$ cat config.mk
export PLATFORM = sky130hd
export DESIGN_NAME = mod_dmem_ctrl
export DESIGN_NICKNAME = d
export VERILOG_FILES = /design/src/rtl/dmem_pkg.sv /design/src/rtl/mod_dmem_ctrl_load_ext.sv /design/src/rtl/mod_dmem_ctrl.sv
export SDC_FILE = /design/constraint.sdc
export NUM_CORES = 1
export LEC_CHECK = 0
export ABC_AREA = 1
export CAP_MARGIN = 15
export CORE_MARGIN = 10
export CORE_UTILIZATION = 42
export CTS_BUF_LIST = sky130_fd_sc_hd__clkbuf_16
export CTS_CLUSTER_DIAMETER = 120
export DETAILED_ROUTE_END_ITERATION = 7
export PLACE_DENSITY = 0.8
export SLEW_MARGIN = 5
export SYNTH_ARGS = -nofsm -noshare
export SYNTH_HDL_FRONTEND = slang
export SYNTH_SLANG_ARGS = --single-unit
$ cat constraint.sdc
create_clock -name clk_i -period 2.27 [get_ports clk_i]
set_clock_uncertainty 0.1 [all_clocks]
set_input_delay 0.3405 -clock clk_i [delete_from_list [all_inputs] [get_ports clk_i]]
set_output_delay 0.3405 -clock clk_i [all_outputs]
set_load 0.02 [all_outputs]
$ cat src/rtl/dmem_pkg.sv
// dmem_pkg: shared types and helpers for the MEM-stage data-memory controller.
// Holds the controller FSM encoding, RISC-V load/store funct3 codes and the
// byte-lane helper functions used by mod_dmem_ctrl and mod_load_ext.
package dmem_pkg;

   localparam int BE_WIDTH = 4;

   localparam logic [2:0] F3_B  = 3'b000;
   localparam logic [2:0] F3_H  = 3'b001;
   localparam logic [2:0] F3_W  = 3'b010;
   localparam logic [2:0] F3_BU = 3'b100;
   localparam logic [2:0] F3_HU = 3'b101;

   typedef enum logic [1:0] {
      ST_IDLE = 2'd0,
      ST_REQ  = 2'd1,
      ST_WAIT = 2'd2,
      ST_DONE = 2'd3
   } state_t;

   typedef enum logic [1:0] {
      SZ_BYTE = 2'd0,
      SZ_HALF = 2'd1,
      SZ_WORD = 2'd2
   } size_t;

   // Access size from funct3; anything not byte/half is a word access.
   function automatic size_t f3_size(input logic [2:0] funct3);
      case (funct3)
         F3_B, F3_BU: f3_size = SZ_BYTE;
         F3_H, F3_HU: f3_size = SZ_HALF;
         default:     f3_size = SZ_WORD;
      endcase
   endfunction

   // Byte enables; low offset bits beyond the access size are ignored.
   function automatic logic [BE_WIDTH-1:0] calc_be(input logic [2:0] funct3,
                                                   input logic [1:0] off);
      case (f3_size(funct3))
         SZ_BYTE: calc_be = 4'b0001 << off;
         SZ_HALF: calc_be = off[1] ? 4'b1100 : 4'b0011;
         default: calc_be = 4'b1111;
      endcase
   endfunction

   // Replicate store data across all lanes so the byte enables pick the slot.
   function automatic logic [31:0] steer_wdata(input logic [2:0]  funct3,
                                               input logic [31:0] wdata);
      case (f3_size(funct3))
         SZ_BYTE: steer_wdata = {4{wdata[7:0]}};
         SZ_HALF: steer_wdata = {2{wdata[15:0]}};
         default: steer_wdata = wdata;
      endcase
   endfunction

   // Halfwords must be 2-byte aligned, words 4-byte aligned.
   function automatic logic is_misaligned(input logic [2:0] funct3,
                                          input logic [1:0] off);
      case (f3_size(funct3))
         SZ_BYTE: is_misaligned = 1'b0;
         SZ_HALF: is_misaligned = off[0];
         default: is_misaligned = (off != 2'b00);
      endcase
   endfunction

endpackage

$ cat src/rtl/mod_dmem_ctrl_load_ext.sv
// mod_load_ext: selects the addressed byte/half from a bus read word and
// sign- or zero-extends it (funct3[2] set = unsigned load).
module mod_load_ext
   import dmem_pkg::*;
#(
   parameter int XLEN = 32
) (
   input  logic [2:0]      i_funct3,
   input  logic [1:0]      i_off,
   input  logic [XLEN-1:0] i_rdata,
   output logic [XLEN-1:0] o_data
);

   logic [7:0]  w_byte;
   logic [15:0] w_half;
   logic        w_signed;

   assign w_byte   = i_rdata[{i_off, 3'b000} +: 8];
   assign w_half   = i_off[1] ? i_rdata[31:16] : i_rdata[15:0];
   assign w_signed = ~i_funct3[2];

   // Lane select and extension by access size.
   always_comb begin
      o_data = i_rdata;
      case (f3_size(i_funct3))
         SZ_BYTE: o_data = {{(XLEN-8){w_signed & w_byte[7]}}, w_byte};
         SZ_HALF: o_data = {{(XLEN-16){w_signed & w_half[15]}}, w_half};
         default: o_data = i_rdata;
      endcase
   end

endmodule

$ cat src/rtl/mod_dmem_ctrl.sv
// mod_dmem_ctrl: MEM-stage data-memory controller. Converts load/store
// requests into a req/gnt/rvalid word bus and stalls the pipeline until the
// access completes. Optional build macro DMEM_MISALIGN_TRAP_EN: misaligned
// accesses skip the bus and pulse misalign_o instead of being truncated.
module mod_dmem_ctrl
   import dmem_pkg::*;
#(
   parameter int XLEN = 32
) (
   input  logic                clk_i,
   input  logic                rst_i,
   input  logic                mem_read_en_i,
   input  logic                mem_write_en_i,
   input  logic [2:0]          funct3_i,
   input  logic [XLEN-1:0]     addr_i,
   input  logic [XLEN-1:0]     wdata_i,
   output logic [XLEN-1:0]     mem_read_o,
   output logic                stall_o,
   output logic                bus_req_o,
   output logic                bus_we_o,
   output logic [BE_WIDTH-1:0] bus_be_o,
   output logic [XLEN-1:0]     bus_addr_o,
   output logic [XLEN-1:0]     bus_wdata_o,
   input  logic                bus_gnt_i,
   input  logic                bus_rvalid_i,
   input  logic [XLEN-1:0]     bus_rdata_i
`ifdef DMEM_MISALIGN_TRAP_EN
   ,
   output logic                misalign_o
`endif
);

   state_t              r_state;
   state_t              w_next;
   logic                w_access;
   logic                w_trap;
   logic                w_stall;
   logic                w_req;
   logic                r_we;
   logic [BE_WIDTH-1:0] r_be;
   logic [XLEN-1:0]     r_addr;
   logic [XLEN-1:0]     r_wdata;
   logic [2:0]          r_funct3;
   logic [1:0]          r_off;
   logic [XLEN-1:0]     r_rdata;
   logic [XLEN-1:0]     w_load;

   assign w_access = mem_read_en_i | mem_write_en_i;

`ifdef DMEM_MISALIGN_TRAP_EN
   logic r_misalign;
   assign w_trap     = w_access & is_misaligned(funct3_i, addr_i[1:0]);
   assign misalign_o = r_misalign;
`else
   assign w_trap = 1'b0;
`endif

   // State register; reset abandons any in-flight transaction.
   always_ff @(posedge clk_i) begin
      if (rst_i) r_state <= ST_IDLE;
      else       r_state <= w_next;
   end

   // Next-state, stall and request decode.
   always_comb begin
      w_next  = r_state;
      w_stall = 1'b0;
      w_req   = 1'b0;
      case (r_state)
         ST_IDLE: begin
            if (w_access) begin
               w_stall = 1'b1;
               w_next  = w_trap ? ST_DONE : ST_REQ;
            end
         end
         ST_REQ: begin
            w_stall = 1'b1;
            w_req   = 1'b1;
            if (bus_gnt_i) w_next = r_we ? ST_DONE : ST_WAIT;
         end
         ST_WAIT: begin
            w_stall = 1'b1;
            if (bus_rvalid_i) w_next = ST_DONE;
         end
         ST_DONE: w_next = ST_IDLE;
         default: w_next = ST_IDLE;
      endcase
   end

   // Latch the access attributes once in IDLE so the bus sees stable values.
   // A simultaneous read and write enable is treated as a write.
   always_ff @(posedge clk_i) begin
      if (rst_i) begin
         r_we     <= 1'b0;
         r_be     <= '0;
         r_addr   <= '0;
         r_wdata  <= '0;
         r_funct3 <= '0;
         r_off    <= '0;
      end else if (r_state == ST_IDLE && w_access) begin
         r_we     <= mem_write_en_i;
         r_be     <= calc_be(funct3_i, addr_i[1:0]);
         r_addr   <= {addr_i[XLEN-1:2], 2'b00};
         r_wdata  <= steer_wdata(funct3_i, wdata_i);
         r_funct3 <= funct3_i;
         r_off    <= addr_i[1:0];
      end
   end

   mod_load_ext #(
      .XLEN(XLEN)
   ) u_load_ext (
      .i_funct3(r_funct3),
      .i_off   (r_off),
      .i_rdata (bus_rdata_i),
      .o_data  (w_load)
   );

   // Load result register: updated only by a completed read.
   always_ff @(posedge clk_i) begin
      if (rst_i)                                    r_rdata <= '0;
      else if (r_state == ST_WAIT && bus_rvalid_i)  r_rdata <= w_load;
   end

`ifdef DMEM_MISALIGN_TRAP_EN
   // Trap flag set on the IDLE->DONE hop so it is high exactly during DONE.
   always_ff @(posedge clk_i) begin
      if (rst_i) r_misalign <= 1'b0;
      else       r_misalign <= (r_state == ST_IDLE) & w_trap;
   end
`endif

   assign stall_o     = w_stall;
   assign bus_req_o   = w_req;
   assign bus_we_o    = r_we;
   assign bus_be_o    = r_be;
   assign bus_addr_o  = r_addr;
   assign bus_wdata_o = r_wdata;
   assign mem_read_o  = r_rdata;

endmodule

**After elaboration in Yosys (flattened, before gate mapping)**

Cells that the tools add are included.

- Equality and inequality tests: 14
- Shift-type cells: 2
- Mux-type cells: 17
- Bitwise logic cells: 4
- Reduce and logical (&&, ||, !) cells: 13

Operator list:

| cell | count |
|---|---|
| 32-bit one-hot mux with 2 select lines | 2 |
| 32-bit by 6-bit variable part select with 8-bit output | 1 |
| 16-bit 2-to-1 mux | 1 |
| 3-bit equality test (second input constant) | 4 |
| 2-bit 2-to-1 mux | 5 |
| 2-bit OR reduction | 5 |
| 2-bit one-hot mux with 2 select lines | 2 |
| 2-bit one-hot mux with 4 select lines | 1 |
| 4-bit one-hot mux with 2 select lines | 1 |
| 2-bit by 1-bit equality test with 1-bit output (second input constant) | 3 |
| 3-bit by 1-bit equality test with 1-bit output (second input constant) | 2 |
| 2-bit logical NOT | 3 |
| 3-bit logical NOT | 2 |
| 2-bit inequality test (second input constant) | 3 |
| 2-bit equality test (second input constant) | 2 |
| 4-bit 2-to-1 mux | 1 |
| 1-bit by 2-bit left shift with 4-bit output (first input constant) | 1 |
| 1-bit 2-to-1 mux | 3 |
| 3-bit AND reduction | 1 |
| 1-bit bitwise AND | 2 |
| 1-bit logical AND | 2 |
| 1-bit one-hot mux with 2 select lines | 1 |
| 1-bit NOT | 1 |
| 1-bit OR | 1 |

- Flip-flop bits (word level): 106
- Input port bits: 105
- Output and inout port bits: 103

**Logic depth before layout (Yosys ltp)**

Gate-level depths: netlist (run 1).

- Depth after elaboration: 7
- Gate-level depth with buffers: 10
- Mapped depth without buffers: 9

**Modules after synthesis**

Synthesis (run 1) repeated with hierarchy kept, for this count alone.

- Cells, all modules: 726
- Area total of the unflattened synthesis: 5037.3 um^2

Modules (own cells, without submodules):

| module | instances | cells an instance | area an instance (um^2) | sequential area each (um^2) |
|---|---|---|---|---|
| mod_dmem_ctrl | 1 | 581 | 4187.8 | 2122.0 |
| mod_load_ext | 1 | 145 | 849.6 | 0.0 |

**Worst setup path before layout (run 1)**

OpenSTA, ideal clock, no wires.

- Path kind: register to output
- From: register r_state[0]
- To: output stall_o
- Arrival: 1.494 ns
- Setup slack: 0.336 ns
- Cell stages (with the launch flop): 9
- Buffers on the path: 2
- Cell sequence: dfxtp_1 inv_1 ha_1 nand2_2 inv_2 buf_4 buf_2 nor2_1 nor2_1

- Cells in the longest elaborated chain, start to end: 3
- Elaborated cells on any way between the ends: 5
- Those cells by class: 2 x eq/ne; 1 x mux; 2 x reduce/logical

RTL lines:

| item | line | RTL |
|---|---|---|
| start: declaration | mod_dmem_ctrl.sv:33 | `state_t r_state;` |
| start signal: assignment | mod_dmem_ctrl.sv:61 | `else r_state <= w_next;` |
| 2-bit equality test or 2-bit by 1-bit equality test with 1-bit output (tied branches) | mod_dmem_ctrl.sv:69 | `case (r_state)` |
| 2-bit OR reduction (no source line) | -- |  |
| 1-bit one-hot mux with 2 select lines * | mod_dmem_ctrl.sv:69 |  |
| end: declaration | mod_dmem_ctrl.sv:18 | `output logic stall_o,` |

Mark *: on every way between the ends. The rest lies on a longest branch, timed or not.

**Worst setup path after layout (run 1)**

Ends and elaborated chain as after synthesis.

==> results of run 1 <==
-- flip-flops by register name, summed over array words and instances (netlist names) --
register,count
bus_wdata_o,32
mem_read_o,32
bus_addr_o,30
bus_be_o,4
r_funct3,3
r_off,2
r_state,2
bus_we_o,1
-- repair_timing --
| action | 4_1_cts | 5_1_grt |
|---|---|---|
| gates resized for setup | 1 | 1 |
| hold endpoints to repair | 0 | 0 |
| setup endpoints to repair | 1 | 1 |
-- cell type report --
cell class	instances	area share
clock buffers	9	0.0318
clock inverters	7	0.00866
inverters	47	0.0249
multi-input cells	463	0.304
flip-flops and latches	106	0.300
well taps	140	0.0247
repair buffers	220	0.306
-- metal layers --
layer  wire, microns  vias to the layer above  track usage  part of all wire
met1            6700                     2291        0.235              0.41
met5               0                        -            0                 0
met3            1690                       37       0.0803              0.10
met2            7470                      241        0.324              0.46
met4             453                        0       0.0691             0.028
li1                -                     2526            -                 -
-- worst max-delay path, cell delays in order, from the launching register on --
cell and delay, ns:
dfxtp_1 0.42, inv_1 0.11, ha_1 0.24, nand2_2 0.10
inv_2 0.04, nor2_1 0.08, nor2_1 0.04, dlygate4sd2_1 0.31
-- power breakdown --
group	internal, mW	switching [mW]	leakage [nW]
Combinational	1.72	2.51	1.95
Clock	0.842	0.658	0.138
Sequential	2.42	0.322	0.875
-- how the worst min path moves through the flow --
stage,depth (start not counted),from,to,slack [ns]
detailed placement,2,bus_wdata_o[17],bus_wdata_o[17],0.36
CTS,2,bus_wdata_o[17],bus_wdata_o[17],0.37
global placement,2,bus_wdata_o[18],bus_wdata_o[18],0.35
floorplan,2,r_funct3[2],r_funct3[2],0.34
finish,2,bus_wdata_o[4],bus_wdata_o[4],0.37
global route,2,bus_wdata_o[18],bus_wdata_o[18],0.39
-- per-stage QoR --
step                      setup WS, ns  std cells  power, mW
after floorplan                  0.336        658       5.24
after global placement          0.0551        976       6.91
after detailed placement        0.0249        976       7.03
after CTS                        0.132        992       8.53
after global routing            0.0290        992       9.07
final                            0.156        992       8.48
-- cell families (layout without fill, tap and decap cells) --
group           after synthesis  in the layout  share of synthesized area
compound gates              184            184                      0.216
simple gates                272            272                      0.234
flops                       106            106                      0.457
fa+ha+maj                     5              5                     0.0135
other cells                   1              2                   0.000808
buf+inv                      89            283                     0.0792
-- cells in the final DEF, fill, tap and decap left out --
| cell type | Yosys | final |
|---|---|---|
| inv_1 | 39 | 40 |
| clkinv_1 | 2 | 4 |
| nand3_1 | 29 | 29 |
| nand4_1 | 2 | 2 |
| clkinvlp_4 | 0 | 2 |
| dfxtp_1 | 106 | 106 |
| buf_4 | 4 | 14 |
| clkbuf_16 | 0 | 9 |
| nor2_4 | 1 | 1 |
| o21a_1 | 1 | 1 |
| inv_2 | 6 | 6 |
| nand2_2 | 2 | 2 |
| buf_6 | 1 | 1 |
| nor2_2 | 1 | 1 |
| bufinv_16 | 0 | 1 |
| conb_1 | 1 | 2 |
| clkdlybuf4s50_1 | 0 | 204 |
| a21oi_2 | 10 | 10 |
| dlygate4sd2_1 | 0 | 1 |
| clkinv_2 | 0 | 1 |
| ha_1 | 5 | 5 |
| a211oi_1 | 1 | 1 |
| o22ai_1 | 4 | 4 |
| o21ai_0 | 80 | 80 |
| o21ai_1 | 2 | 2 |
| a31oi_1 | 10 | 10 |
| o211ai_1 | 8 | 8 |
| nor2_1 | 96 | 96 |
| nand2_1 | 140 | 140 |
| a21oi_1 | 68 | 68 |
| nand2_4 | 1 | 1 |
==> impl_metrics.csv, run 1 <==
group,metric,value,unit
drt,avgViaCountPerCell,5.14,
logic_synthesis,yosysSeqAreaShare,0.457,
drt,post_drt_wl_per_cell,16.4,microns
clocking,clock_path_buffers,2,
timing,rsz0062_at_grt,"no",
logic_synthesis,synth_top_area_frac,0.457,
final_layout,drive_above_1_share,0.0575,
run_status,status,"finished, final reports clean",
die,initial_utilization,0.428,
timing,finalSetupViolCount,0,
die,io_pins,208,
setup_path,critical_path_required,1.83,ns
setup_path,worstSetupPathType,"reg2out",
setup_path,worstSetupStartpoint,"r_state[0]",
logic_synthesis,synth_area,4640,sq um
grt,grt_max_degree,72,
logic_synthesis,syn_area_per_cell,7.07,sq um
logic_synthesis,netlist_top_cells_count,"140 x nand2_1, 106 x dfxtp_1, 96 x nor2_1, 80 x o21ai_0, 68 x a21oi_1",
setup_path,r2r_slack,0.26,ns
setup_path,crit_arrival,1.67,ns
final_layout,multiInputGateArea,2160,sq um
clocking,cts_tree,"built",
timing,relSlewSlack,0.567,
final_layout,diodes,0,
pwr,p_per_area,1200,nW/um^2
setup_path,crit_end,"stall_o",
pwr,vdd.ir_drop.worst,0.000603,V
setup_path,r2r-end,"bus_wdata_o[23]",
clocking,clockRootBuffer,"clkbuf_16",
die,die-width,125,microns
logic_synthesis,synth.largest_area_cell,"dfxtp_1",
die,die_area,15700,sq um
place,place_hpwl,12.6,mm
place,place_area,6790,sq um
place,gp_congestion,0.940,
logic_synthesis,netlist_instances,657,
timing,worst_pin_slew,0.649,ns
drt,detail-route-antenna-nets,0,
timing,clock.fmax,473,MHz
timing,period_share,0.931,
logic_synthesis,synth.area.top_cells,"dfxtp_1 46%, nand2_1 11%, o21ai_0 8.6%",
timing,slew_viol_final,0,
job,cap_violations,0,
setup_path,setup.worst_path.start_class,"register",
setup_path,reg2reg_depth,9,
pwr,power.leakage,2.96,nW
drt,drc_errors,0,
drt,vias,5095,
timing,hold_ws,0.368,ns
timing,period_needed,2.11,ns
drt,first_pass_iters,5,
clocking,cts_sinks,106,
die,rows,38,
clocking,cts_setup_buffers,0,
grt,grt_pass1_vias,5063,
clocking,clk_pin_slew,0.07,ns
timing,setup_tns,0,ns
final_layout,seq_area,2120,sq um
grt,grt_overflow,0,
clocking,cts_inserted_buffers,9,
logic_synthesis,synthArstFlopShare,0,
clocking,htree_levels,3,
setup_path,cp_max_fo,6,
grt,antenna_found_initial,0,
final_layout,layout.nets,957,
grt,grt_pass1_wl,26.1,mm
logic_synthesis,synth.most_common_cell,"nand2_1",
grt,globalRouteTotalUtil,0.200,
setup_path,reg2reg_from,"r_state[0]",
die,core_area,10800,sq um
logic_synthesis,ys_warn_count,0,
drt,drtIter0Drc,384,
clocking,insertion_delay,0.33,ns
drt,wirelength,16.3,mm
logic_synthesis,synth_edf_count,0,
logic_synthesis,synth_cell_types,29,
final_layout,stdcell_area,7080,sq um
place,port_buffers,205,
timing,final_hold_viol_count,0,
clocking,holdBufCountCts,0,
final_layout,fillers,963,
final_layout,syn_to_final_growth,52.6,%
min_path,min_path_type,"reg2reg",
logic_synthesis,synth_ff_type,"dfxtp_1",
die,fp.dieH,125,microns
logic_synthesis,synth-seq-cells,106,
setup_path,worstSetupEndpointType,"output pin",
final_layout,final_util,0.653,
No activity file was read; power rests on OpenSTA's default activity.
==> inputs of run 2 (changes only) <==
--- a/config.mk
+++ b/config.mk
@@ -12,6 +12,7 @@
 export CTS_BUF_LIST = sky130_fd_sc_hd__clkbuf_16
 export CTS_CLUSTER_DIAMETER = 120
 export DETAILED_ROUTE_END_ITERATION = 7
+export GPL_ROUTABILITY_DRIVEN = 0
 export PLACE_DENSITY = 0.8
 export SLEW_MARGIN = 5
 export SYNTH_ARGS = -nofsm -noshare
==> results of run 2 <==
No change in the layout: final DEF, timing and power equal those of run 1.
==> inputs of run 3 (changes only) <==
--- a/config.mk
+++ b/config.mk
@@ -14,7 +14,7 @@
 export DETAILED_ROUTE_END_ITERATION = 7
 export GPL_ROUTABILITY_DRIVEN = 0
 export PLACE_DENSITY = 0.8
-export SLEW_MARGIN = 5
+export SLEW_MARGIN = 15
 export SYNTH_ARGS = -nofsm -noshare
 export SYNTH_HDL_FRONTEND = slang
 export SYNTH_SLANG_ARGS = --single-unit
==> results of run 3 <==
No change in the layout: final DEF, timing and power equal those of run 1.
